File: src/rtl/mem_access_unit.sv
// ----------------------------------------------------------------------------
// mem_access_unit
//   Memory-stage load/store unit. Sits between the EX/MEM and MEM/WB pipeline
//   registers and drives a ready-gated, word-wide data bus.
//
//   Loads:  the byte or halfword lane is selected from the bus read word, then
//           sign- or zero-extended.
//   Stores: the store data is replicated across the byte lanes, and byte
//           strobes are generated.
//
//   StallM freezes the pipeline until each access completes. The unit never
//   writes the register file; ReadDataM feeds MEM/WB.
//
//   Configuration macro: MISALIGN_TRAP_EN
//     defined   - a misaligned H/W access issues no bus request; misalign_o
//                 pulses in DONE.
//     undefined - the offending low address bits are forced to zero;
//                 misalign_o is tied low.
//
// Ports
//   clk, rst_n                 clock, asynchronous active-low reset
//   MemReadM, MemWriteM        load / store present in the MEM stage
//   funct3M                    size/sign: 000 B, 001 H, 010 W, 100 BU, 101 HU
//   ALUResultM                 byte address
//   WriteDataM                 store data, right-aligned
//   flush                      discard the current MEM instruction
//   ReadDataM                  extended load data (valid in DONE)
//   StallM                     pipeline freeze request
//   mem_req/we/addr/wdata/be   bus request (registered)
//   mem_rdata, mem_ready       bus response
//   misalign_o                 misaligned-access pulse
// ----------------------------------------------------------------------------
module mem_access_unit #(
    parameter int WIDTH = 32
) (
    input  logic             clk,
    input  logic             rst_n,
    input  logic             MemReadM,
    input  logic             MemWriteM,
    input  logic [2:0]       funct3M,
    input  logic [WIDTH-1:0] ALUResultM,
    input  logic [WIDTH-1:0] WriteDataM,
    input  logic             flush,
    output logic [WIDTH-1:0] ReadDataM,
    output logic             StallM,
    output logic             mem_req,
    output logic             mem_we,
    output logic [WIDTH-1:0] mem_addr,
    output logic [WIDTH-1:0] mem_wdata,
    output logic [3:0]       mem_be,
    input  logic [WIDTH-1:0] mem_rdata,
    input  logic             mem_ready,
    output logic             misalign_o
);

    typedef enum logic [1:0] {
        IDLE = 2'd0,
        REQ  = 2'd1,
        DONE = 2'd2
    } state_t;

    localparam logic [1:0] SZ_B = 2'b00;
    localparam logic [1:0] SZ_H = 2'b01;

    state_t           state_q;
    logic             mem_req_q;
    logic             mem_we_q;
    logic [WIDTH-1:0] mem_addr_q;
    logic [WIDTH-1:0] mem_wdata_q;
    logic [3:0]       mem_be_q;
    logic [2:0]       funct3_q;
    logic [1:0]       off_q;
    logic             flush_q;
    logic [WIDTH-1:0] rdata_q;
    logic             misalign_q;

    // ------------------------------------------------------------------
    // Request-side combinational decode (from the MEM-stage inputs)
    // ------------------------------------------------------------------
    logic             access_d;
    logic [1:0]       size_d;
    logic [1:0]       off_d;
    logic [3:0]       be_d;
    logic [WIDTH-1:0] wdata_d;
    logic             trap_d;

    assign access_d = MemReadM | MemWriteM;
    assign size_d   = funct3M[1:0];

`ifdef MISALIGN_TRAP_EN
    // Undefined sizes (11) count as word accesses.
    assign trap_d = ((size_d == SZ_H) && ALUResultM[0]) ||
                    (size_d[1] && (ALUResultM[1:0] != 2'b00));
`else
    assign trap_d = 1'b0;
`endif

    // Effective lane offset: misaligned low bits are dropped, so a
    // halfword stays within its aligned half and a word uses all lanes.
    always_comb begin
        off_d   = 2'b00;
        be_d    = 4'b0000;
        wdata_d = WriteDataM;
        case (size_d)
            SZ_B: begin
                off_d   = ALUResultM[1:0];
                be_d    = 4'b0001 << off_d;
                wdata_d = {4{WriteDataM[7:0]}};
            end
            SZ_H: begin
                off_d   = {ALUResultM[1], 1'b0};
                be_d    = 4'b0011 << off_d;
                wdata_d = {2{WriteDataM[15:0]}};
            end
            default: begin
                off_d   = 2'b00;
                be_d    = 4'b1111;
                wdata_d = WriteDataM;
            end
        endcase
        // Strobes are only meaningful for writes.
        if (!MemWriteM) begin
            be_d = 4'b0000;
        end
    end

    // ------------------------------------------------------------------
    // Load-side lane extraction and extension (from the latched request)
    // ------------------------------------------------------------------
    logic [7:0]       byte_sel;
    logic [15:0]      half_sel;
    logic [WIDTH-1:0] load_ext;
    logic             sext;

    assign sext = ~funct3_q[2];

    always_comb begin
        byte_sel = mem_rdata[7:0];
        case (off_q)
            2'd0:    byte_sel = mem_rdata[7:0];
            2'd1:    byte_sel = mem_rdata[15:8];
            2'd2:    byte_sel = mem_rdata[23:16];
            default: byte_sel = mem_rdata[31:24];
        endcase
        half_sel = off_q[1] ? mem_rdata[31:16] : mem_rdata[15:0];

        load_ext = mem_rdata;
        case (funct3_q[1:0])
            SZ_B:    load_ext = {{24{sext & byte_sel[7]}}, byte_sel};
            SZ_H:    load_ext = {{16{sext & half_sel[15]}}, half_sel};
            default: load_ext = mem_rdata;
        endcase
    end

    // ------------------------------------------------------------------
    // Control FSM with registered bus outputs
    // ------------------------------------------------------------------
    always_ff @(posedge clk or negedge rst_n) begin
        if (!rst_n) begin
            state_q     <= IDLE;
            mem_req_q   <= 1'b0;
            mem_we_q    <= 1'b0;
            mem_addr_q  <= '0;
            mem_wdata_q <= '0;
            mem_be_q    <= 4'b0000;
            funct3_q    <= 3'b000;
            off_q       <= 2'b00;
            flush_q     <= 1'b0;
            rdata_q     <= '0;
            misalign_q  <= 1'b0;
        end else begin
            case (state_q)
                IDLE: begin
                    rdata_q    <= '0;
                    misalign_q <= 1'b0;
                    if (access_d && !flush) begin
                        funct3_q <= funct3M;
                        off_q    <= off_d;
                        flush_q  <= 1'b0;
                        if (trap_d) begin
                            // Trapped access: skip the bus entirely.
                            misalign_q <= 1'b1;
                            state_q    <= DONE;
                        end else begin
                            mem_req_q   <= 1'b1;
                            mem_we_q    <= MemWriteM;
                            mem_addr_q  <= {ALUResultM[WIDTH-1:2], 2'b00};
                            mem_wdata_q <= wdata_d;
                            mem_be_q    <= be_d;
                            state_q     <= REQ;
                        end
                    end
                end
                REQ: begin
                    // A flush here cannot cancel the bus cycle; it only
                    // suppresses the load result.
                    if (flush) begin
                        flush_q <= 1'b1;
                    end
                    if (mem_ready) begin
                        mem_req_q <= 1'b0;
                        mem_we_q  <= 1'b0;
                        mem_be_q  <= 4'b0000;
                        if (flush_q || flush || mem_we_q) begin
                            rdata_q <= '0;
                        end else begin
                            rdata_q <= load_ext;
                        end
                        state_q <= DONE;
                    end
                end
                DONE: begin
                    rdata_q    <= '0;
                    misalign_q <= 1'b0;
                    state_q    <= IDLE;
                end
                default: begin
                    state_q <= IDLE;
                end
            endcase
        end
    end

    // The stall is combinational in the access cycle so the pipeline freezes
    // before the request is even registered. It is gated by reset so it drops
    // immediately when reset is asserted.
    assign StallM = rst_n &
                    (((state_q == IDLE) && access_d && !flush) ||
                     (state_q == REQ));

    assign ReadDataM  = rdata_q;
    assign mem_req    = mem_req_q;
    assign mem_we     = mem_we_q;
    assign mem_addr   = mem_addr_q;
    assign mem_wdata  = mem_wdata_q;
    assign mem_be     = mem_be_q;
    assign misalign_o = misalign_q;

endmodule
File: config.mk
export PLATFORM = sky130hd
export DESIGN_NAME = mem_access_unit
export DESIGN_NICKNAME = d
export VERILOG_FILES = /design/src/rtl/mem_access_unit.sv
export SDC_FILE = /design/constraint.sdc
export NUM_CORES = 1
export LEC_CHECK = 0
export CAP_MARGIN = 20
export CORE_MARGIN = 2
export CORE_UTILIZATION = 45
export DETAILED_ROUTE_END_ITERATION = 6
export GPL_TIMING_DRIVEN = 0
export PLACE_DENSITY = 0.84
export SLEW_MARGIN = 5
export SYNTH_ARGS = -nofsm -noshare
export SYNTH_HDL_FRONTEND = slang
export SYNTH_SLANG_ARGS = --single-unit
File: constraint.sdc
create_clock -name clk -period 4.4 [get_ports clk]
set_input_delay 0.88 -clock clk [delete_from_list [all_inputs] [get_ports clk]]
set_output_delay 0.88 -clock clk [all_outputs]
set_load 0.03 [all_outputs]
[Word level (Yosys, flattened, before mapping)]
Index checks and enable logic that the tools add are counted.
Storage, ports and cells
  input port bits: 105
  word-level logic and storage cells: 69
  output and inout bits: 104
  bits in read-only memories: 0
  RAM bits: 0
  memories kept: 0
  latch bits: 0
  bits in registers: 108
Cells by class
  shift-type cells: 2
  multipliers: 0
  eq/ne operators: 9
  reductions and logical operators: 19
  muxes and demuxes: 24
  magnitude comparators: 0
  div/mod/pow operators: 0
  $add $sub $neg: 0
  bitwise operators: 5
Operator list (number)
  32-bit one-hot mux with 2 select lines: 3
  32-bit two-way mux: 2
  8-bit one-hot mux with 3 select lines: 1
  16-bit two-way mux: 1
  4-bit one-hot mux with 2 select lines: 2
  4-bit two-way mux: 3
  2-bit by 1-bit equality test with 1-bit output (second input constant): 4
  2-bit logical NOT: 4
  2-bit one-hot mux with 2 select lines: 2
  2-bit inequality test (second input constant): 3
  1-bit one-hot mux with 2 select lines: 3
  2-bit AND reduction: 3
  3-bit AND reduction: 2
  1-bit two-way mux: 5
  2-bit equality test (second input constant): 2
  2-bit two-way mux: 2
  2-bit nonzero test: 2
  1-bit by 2-bit << shifter with 4-bit output (first input constant): 1
  2-bit by 2-bit << shifter with 4-bit output (first input constant): 1
  1-bit bitwise AND: 3
  1-bit logical AND: 3
  1-bit logical OR: 3
  2-bit OR reduction: 1
  1-bit logical NOT: 1
  other kinds (2): 2

[Longest topological paths before layout]
Gate-level depths: netlist of the first run.
  word-level depth: 7
  mapped depth: 6
  depth with buffers taken out: 4

[Worst setup path before layout of the first run]
OpenSTA, ideal clock, no wires.
  path type: input to output
  from: in flush
  to: out StallM
  stages on the path: 3
  setup slack: 2.062 ns
  path buffers: 0
  arrival time: 1.458 ns
  data required time: 3.520 ns
  cells stage by stage: o21bai_1 -> nand2b_1 -> and3_1
Between the ends
  word-level cells in the longest chain between the ends: 4
Ends and longest elaborated chain
  start, declared: line 43  | input logic flush,
  1-bit logical NOT: line 228  | (((state_q == IDLE) && access_d && !flush) ||
  1-bit logical AND: line 228
  1-bit logical OR: line 228
  1-bit bitwise AND: line 227  | assign StallM = rst_n &
  end, declared: line 45  | output logic StallM,
Every way passes these cells.

[Worst setup path in the final report of the first run]
  from: in MemWriteM
  to: out StallM
Between the ends
  word-level cells in the longest chain between the ends: 5
Ends and longest elaborated chain
  start, declared: line 39  | input logic MemWriteM,
  1-bit bitwise OR: line 87  | assign access_d = MemReadM | MemWriteM;
  1-bit logical AND (2 in series): line 228
  1-bit logical OR: line 228
  1-bit bitwise AND: line 227
Every way passes these cells.

==> qor.csv, run 1 <==
stage,metric,value,unit
synth,fraction_of_registers_with_async_set_reset,100,%
die,core_area,10800,µm²
clocking,clock_sink_count,108,
clocking,clk_root_buffer_cell,clkbuf_8,
worst_setup_path,worst_path_max_delay_cell,clkdlybuf4s50_1,
synth,ys_seq_elements,108,
global_routing,track_usage,26.4,%
place,place_worst_setup_slack,0.983,ns
global_routing,via_count_of_the_first_global_routing_pass,4824,
timing,min_tclk_post_route,3.41,ns
clocking,postCtsHoldBufs,0,
place,finalWeightedCongestion,0.960,
clocking,postCtsSetupBuffers,0,
worst_setup_path,rr_worst_depth,5,
power_and_ir_drop,switching_share_of_total_power,40.4,%
place,place.detailed.hpwl,11.9,mm
routing,drt-total-wl,15.5,mm
worst_setup_path,worst-endpoint-required,3.52,ns
synth,synthDominantAreaCellType,dfrtp_1,
synth,yosys_warnings,0,
layout,num_antenna_cells,0,
timing,rsz0062_at_grt,no,
synth,synth_edf_count,0,
timing,setup_slack_of_the_critical_path_after_layout,0.990,ns
routing,drt_iter0_markers,275,
layout,share_of_post_route_cells_with_drive_strength_above_1,6.96,%
routing,vias,4771,
timing,report.final.hold_viol_count,0,
clocking,clock_tree_from_tritoncts,done,
die,io_pins,209,
worst_setup_path,type_of_origin_of_the_critical_path,input pin,
worst_setup_path,critical_path.endpoint_type,output pin,
worst_setup_path,critPathTopFamily,buffers and inverters,
routing,ant_nets,0,
synth,synthesis.area,5020,µm²
die,dieHeight,110,µm
global_routing,pin_count_of_the_biggest_net_entering_global_routing,79,
worst_setup_path,crit_path_max_fanout,4,
synth,synth_top_cell_area_share,53.9,%
clocking,tritoncts.num_buffers,9,
synth,synth_cells,539,
clocking,clk-insertion-delay-late,0.37,ns
die,initial_utilization,46.3,%
layout,final_net_count,862,
timing,slew-limit-headroom,55.1,%
clocking,cts_resized,0,
global_routing,grt_pass1_wl,24.4,mm
routing,drt_pass1_iterations,5,
worst_setup_path,crit_path_cells,clkdlybuf4s50_1 -> o21bai_1 -> nand2b_1 -> and3_1 -> clkdlybuf4s50_1,
timing,clock_skew,0.0134,ns
min_path,holdCritPathClass,in -> async,
worst_setup_path,crit_top_cell,clkdlybuf4s50_1,
synth,synth_ff_type,dfrtp_1,
synth,avgSynthCellArea,9.31,µm²
die,chipWidth,110,µm
synth,synth.yosys.seq_area_share,53.9,%
routing,vias_per_cell,5.30,
power_and_ir_drop,pleak,3.38,nW
timing,tightestPinTransition,0.673,ns
power_and_ir_drop,power.switching,1.45,mW
clocking,cts_max_path_buffers,2,
timing,post-route-period-util,77.5,%
routing,wire_per_inst,17.2,µm
power_and_ir_drop,pwr-share-seq,38.5,%
flow_run,drv_cap,0,
die,dieArea,12000,µm²
synth,synth.top_cells.by_area,"dfrtp_1 54%, nand2_1 13%, mux2i_1 6.4%",
die,fp-row-count,38,
timing,final.hold.worst_slack,0.372,ns
timing,clock.fmax,0.293,GHz
power_and_ir_drop,internal_power,2.14,mW
power_and_ir_drop,power_per_cell_area,482,nW/µm²
power_and_ir_drop,vdd_drop_max,313,µV
routing,post-route-drc-count,0,
worst_setup_path,crit_buf_inv,2,
place,placement.io_buffers,204,
power_and_ir_drop,clkPwrFrac,16.1,%
power_and_ir_drop,design_power,3.59,mW
global_routing,globalRoute.totalOverflow,0,
power_and_ir_drop,combinationalPowerShare,45.4,%
global_routing,antenna_found_initial,0,
timing,timing.final.max_slew_violations,0,
worst_setup_path,critPathMaxStageDelay,0.60,ns
worst_setup_path,critPathKind,in -> out,
status,status,"complete, no violations",
clocking,clkSlewWorstSetupHoldPaths,0.10,ns
layout,fill_cells,885,
worst_setup_path,path_depth,5,
worst_setup_path,data_arrival_time_of_the_worst_path,2.53,ns
timing,finalSetupViolCount,0,
synth,synthDistinctLibCells,42,
layout,syn2layout_area_growth,48.6,%
clocking,htree_num_levels,3,
==> metal layers <==
metal | share of wire [%] | vias up | wire, µm | GRT usage, %
met2 | 48 | 216 | 7400 | 42.9
met5 | 0 | - | 0 | 0
met4 | 3.1 | 0 | 473 | 10.5
met3 | 8.1 | 30 | 1250 | 6.22
li1 | - | 2259 | - | -
met1 | 41 | 2266 | 6380 | 34.1
==> kinds of logic (layout without fill, tap and decap cells) <==
| logic type | after synthesis | after routing | share of synthesized area [%] |
|---|---|---|---|
| compound gates | 115 | 115 | 13.8 |
| buf+inv | 43 | 263 | 4.29 |
| flops | 108 | 108 | 53.9 |
| mux | 33 | 33 | 6.61 |
| other cells | 1 | 3 | 0.0748 |
| simple gates | 239 | 239 | 21.4 |
==> path summary, 6_finish.rpt <==
path                                  start             to  slack, ns
max in group asynchronous             rst_n   mem_addr[10]       3.34
worst max-delay path              MemWriteM         StallM       0.99
worst max register to register   state_q[0]   mem_wdata[7]       2.54
worst min register to register  mem_addr[4]    mem_addr[4]       0.48
worst min-delay path                  rst_n  ReadDataM[11]       0.37
min in group clk                mem_addr[4]    mem_addr[4]       0.48
==> through the flow <==
stage                     TNS (ns)  instances  instance area, µm²  util (%)
after floorplan                  0        541                5020         -
after global placement     -179.98        885                7240      66.8
after detailed placement         0        886                7270      67.1
after CTS                        0        901                7460      68.8
after global routing             0        901                7460      68.8
final                            0        901                7460      68.8
==> registers in the layout, summed over array words and instances (netlist names) <==
| name | count |
|---|---|
| mem_wdata | 32 |
| flush_q | 1 |
| mem_be | 4 |
| mem_we | 1 |
| ReadDataM | 32 |
| funct3_q | 3 |
| mem_req | 1 |
| state_q | 2 |
| off_q | 2 |
| mem_addr | 30 |
==> layout make-up <==
| type | count | area (µm²) | share of cell area [%] |
|---|---|---|---|
| repair buffers | 205 | 2070 | 27.8 |
| clock inverters | 3 | 21.3 | 0.285 |
| multi-input cells | 390 | 2110 | 28.2 |
| well taps | 140 | 175 | 2.35 |
| clock buffers | 12 | 165 | 2.22 |
| flip-flops and latches | 108 | 2700 | 36.2 |
| inverters | 6 | 22.5 | 0.302 |
| plain buffers | 37 | 193 | 2.58 |
==> power by group through the flow <==
stage	clock [mW]	combinational (mW)	sequential, mW
6_report	0.578	1.63	1.38
3_3_place_gp	0	1.60	1.39
5_1_grt	0.637	1.74	1.41
3_5_place_dp	0	1.64	1.40
2_1_floorplan	0	0.453	1.83
4_1_cts	0.594	1.64	1.38
==> synthesized netlist by cell type (4+ instances only) <==
| cell | n |
|---|---|
| dfrtp_1 | 108 |
| a21oi_1 | 27 |
| mux2i_1 | 32 |
| nor2_1 | 8 |
| nor2b_1 | 8 |
| a32oi_1 | 7 |
| buf_2 | 13 |
| o2bb2ai_1 | 4 |
| nand2_1 | 179 |
| buf_4 | 6 |
| or3_1 | 8 |
| o21ai_1 | 49 |
| a22oi_1 | 17 |
| nand3_1 | 17 |
| clkbuf_1 | 16 |
==> cell usage in the layout (no fill, tap or decap), types with 2 or more instances in the layout <==
cell type        Yosys  routed
nor2b_1              8       8
buf_6                2       3
mux2i_1             32      32
inv_1                3       3
a32oi_1              7       7
o2bb2ai_1            4       4
clkdlybuf4s50_1      0     203
or3_1                8       8
nand3b_1             3       3
buf_2               13      13
nand2b_1             2       2
nor2_1               8       8
o21ai_1             49      49
dfrtp_1            108     108
inv_2                3       3
nand2_1            179     179
nand3_1             17      17
clkbuf_1            16      16
buf_4                6       6
a22oi_1             17      17
conb_1               1       3
a21oi_1             27      27
nor2_2               2       2
clkbuf_8             0      12
o21ai_0              3       3
nand3_2              3       3
No activity file was read; power rests on OpenSTA's default activity.
==> inputs of run 2 (changes only) <==
Settings changed: CORE_UTILIZATION 45 to 43, PLACE_DENSITY 0.84 to 0.81.
Clock period 4.4 ns to 3.3 ns, I/O delays scaled along.
==> run 2 against run 1 <==
Non-clock buffer count unchanged. Flip-flop and latch count unchanged. Critical endpoint unchanged. Clock skew down 0.0041 ns. Design area up 1.5%. Clock-buffer cell count down 3. Combinational power up 34%. Total power up 43%. Routed wire length up 1.6%. Utilization down 2.5 points. Worst setup slack worse by 0.66 ns. Hold slack about the same. First-iteration DRC count up 25%.
==> qor.csv, run 2 (same netlist as run 1, synthesis figures left out) <==
stage,metric,value,unit,change
timing,clock_skew,0.00928,ns,-0.00410 ns
status,status,"complete, no violations",,
clocking,postCtsHoldBufs,0,,unchanged
flow_run,drv_cap,0,,unchanged
power_and_ir_drop,vdd_drop_max,430,µV,+37%
routing,wl_met2,7.48,mm,+1.2%
routing,drt_pass1_iterations,5,,unchanged
global_routing,grt_pass1_wl,25.3,mm,+3.4%
layout,final_net_count,862,,unchanged
routing,met1_length,6.53,mm,+2.4%
clocking,clk_root_buffer_cell,clkbuf_16,,
place,place.detailed.hpwl,12.0,mm,+0.45%
min_path,holdCritPathClass,in -> async,,
layout,final_design_utilization,66.3,%,-2.5 points
global_routing,globalRoute.totalOverflow,0,,unchanged
layout,instances_no_fill,905,,+0.44%
routing,met3WireLength,1.26,mm,+0.24%
timing,rsz0062_at_grt,no,,
clocking,postCtsSetupBuffers,0,,unchanged
routing,wire_per_inst,17.4,µm,+1.1%
die,initial_utilization,43.9,%,-2.3 points
die,dieArea,12500,µm²,+4.5%
place,finalWeightedCongestion,0.865,,-9.8%
routing,ant_nets,0,,unchanged
timing,timing.final.max_slew_violations,0,,unchanged
global_routing,via_count_of_the_first_global_routing_pass,4937,,+2.3%
routing,drt-total-wl,15.8,mm,+1.6%
clocking,clock_sink_count,108,,unchanged
worst_setup_path,type_of_origin_of_the_critical_path,input pin,,
die,core_area,11400,µm²,+5.3%
die,dieHeight,112,µm,+2.2%
timing,final.hold.worst_slack,0.372,ns,-0.000325 ns
power_and_ir_drop,design_power,5.12,mW,+43%
layout,share_of_post_route_cells_with_drive_strength_above_1,7.09,%,+0.12 points
clocking,cts_resized,0,,unchanged
clocking,clock_tree_from_tritoncts,done,,
die,fp-row-count,39,,+2.6%
clocking,htree_num_levels,3,,unchanged
clocking,clk-insertion-delay-late,0.35,ns,-0.02 ns
clocking,tritoncts.num_buffers,9,,unchanged
global_routing,pin_count_of_the_biggest_net_entering_global_routing,59,,-25%
routing,drt_iter0_markers,343,,+25%
die,io_pins,209,,unchanged
worst_setup_path,critPathKind,in -> out,,
timing,tightestPinTransition,0.779,ns,+0.105 ns
routing,routed.top_layer,met4,,
timing,min_tclk_post_route,2.97,ns,
timing,post-route-period-util,89.9,%,
timing,slew-limit-headroom,48.1,%,-7.0 points
routing,vias_per_cell,5.39,,+1.7%
power_and_ir_drop,pleak,3.43,nW,+1.4%
clocking,cts_max_path_buffers,2,,unchanged
die,chipWidth,112,µm,+2.2%
timing,clock.fmax,0.337,GHz,
timing,report.final.hold_viol_count,0,,unchanged
routing,vias,4874,,+2.2%
worst_setup_path,crit_path_max_fanout,4,,unchanged
layout,most_common_cell_after_layout_fill_and_taps_aside,clkdlybuf4s50_1,,
routing,post-route-drc-count,0,,unchanged
worst_setup_path,data_arrival_time_of_the_worst_path,2.31,ns,-0.22 ns
timing,finalSetupViolCount,0,,unchanged
worst_setup_path,critical_path.endpoint_type,output pin,,
place,dp_cells,889,,+0.34%
clocking,clkSlewWorstSetupHoldPaths,0.08,ns,-0.02 ns
place,placement.io_buffers,204,,unchanged
layout,final_cell_mix,"203 x clkdlybuf4s50_1, 179 x nand2_1, 108 x dfrtp_1",,
layout,syn2layout_area_growth,50.9,%,
layout,num_antenna_cells,0,,unchanged
worst_setup_path,worst-endpoint-required,2.64,ns,-0.88 ns
global_routing,antenna_found_initial,0,,unchanged
global_routing,track_usage,25.4,%,-1.0 points
power_and_ir_drop,power_per_cell_area,676,nW/µm²,+40%
==> run 2: routing by layer <==
metal / GRT usage (%) / vias up
li1: - / 2271
met1: 32.5 / 2362
met2: 41.1 / 209
met3: 6.97 / 32
met4: 10.2 / 0
met5: 0 / -
==> run 2: critical path, stage by stage <==
cell and delay, ns:
clkdlybuf4s50_1 0.45, o21bai_1 0.33, nand2b_1 0.08, and3_1 0.18
clkdlybuf4s50_1 0.61
==> run 2: final timing paths <==
kind | startpoint | endpoint | slack (ns) | depth (start not counted)
setup / recovery | MemWriteM | StallM | 0.33 | 5
hold / removal | rst_n | ReadDataM[10] | 0.37 | 1
min in group clk | mem_addr[2] | mem_addr[2] | 0.48 | 2
hold reg to reg | mem_addr[2] | mem_addr[2] | 0.48 | 2
max in group asynchronous | rst_n | mem_addr[12] | 2.19 | 2
setup reg to reg | state_q[0] | mem_wdata[2] | 1.45 | 5
==> run 2: power breakdown <==
| part | internal, mW | switching (mW) | leakage, nW |
|---|---|---|---|
| Sequential | 1.64 | 0.208 | 1.39 |
| Combinational | 0.881 | 1.30 | 1.90 |
| Clock | 0.593 | 0.498 | 0.142 |
| Total | 3.12 | 2.00 | 3.43 |
==> run 2: cell type report <==
cell class	count	area [µm²]
Fill cell	931	3850
Sequential cell	108	2700
Multi-Input combinational cell	390	2110
Timing Repair Buffer	205	2070
Clock buffer	9	225
Buffer	37	193
Tap cell	143	179
Clock inverter	7	76.3
Inverter	6	22.5
==> run 2: stage by stage <==
stage          area (µm²)  setup TNS (ns)  setup WS [ns]
2_1_floorplan        5020               0           1.40
3_3_place_gp         7240         -272.79          -3.27
3_5_place_dp         7270               0          0.336
4_1_cts              7570               0          0.335
5_1_grt              7570               0          0.233
6_report             7570               0          0.333
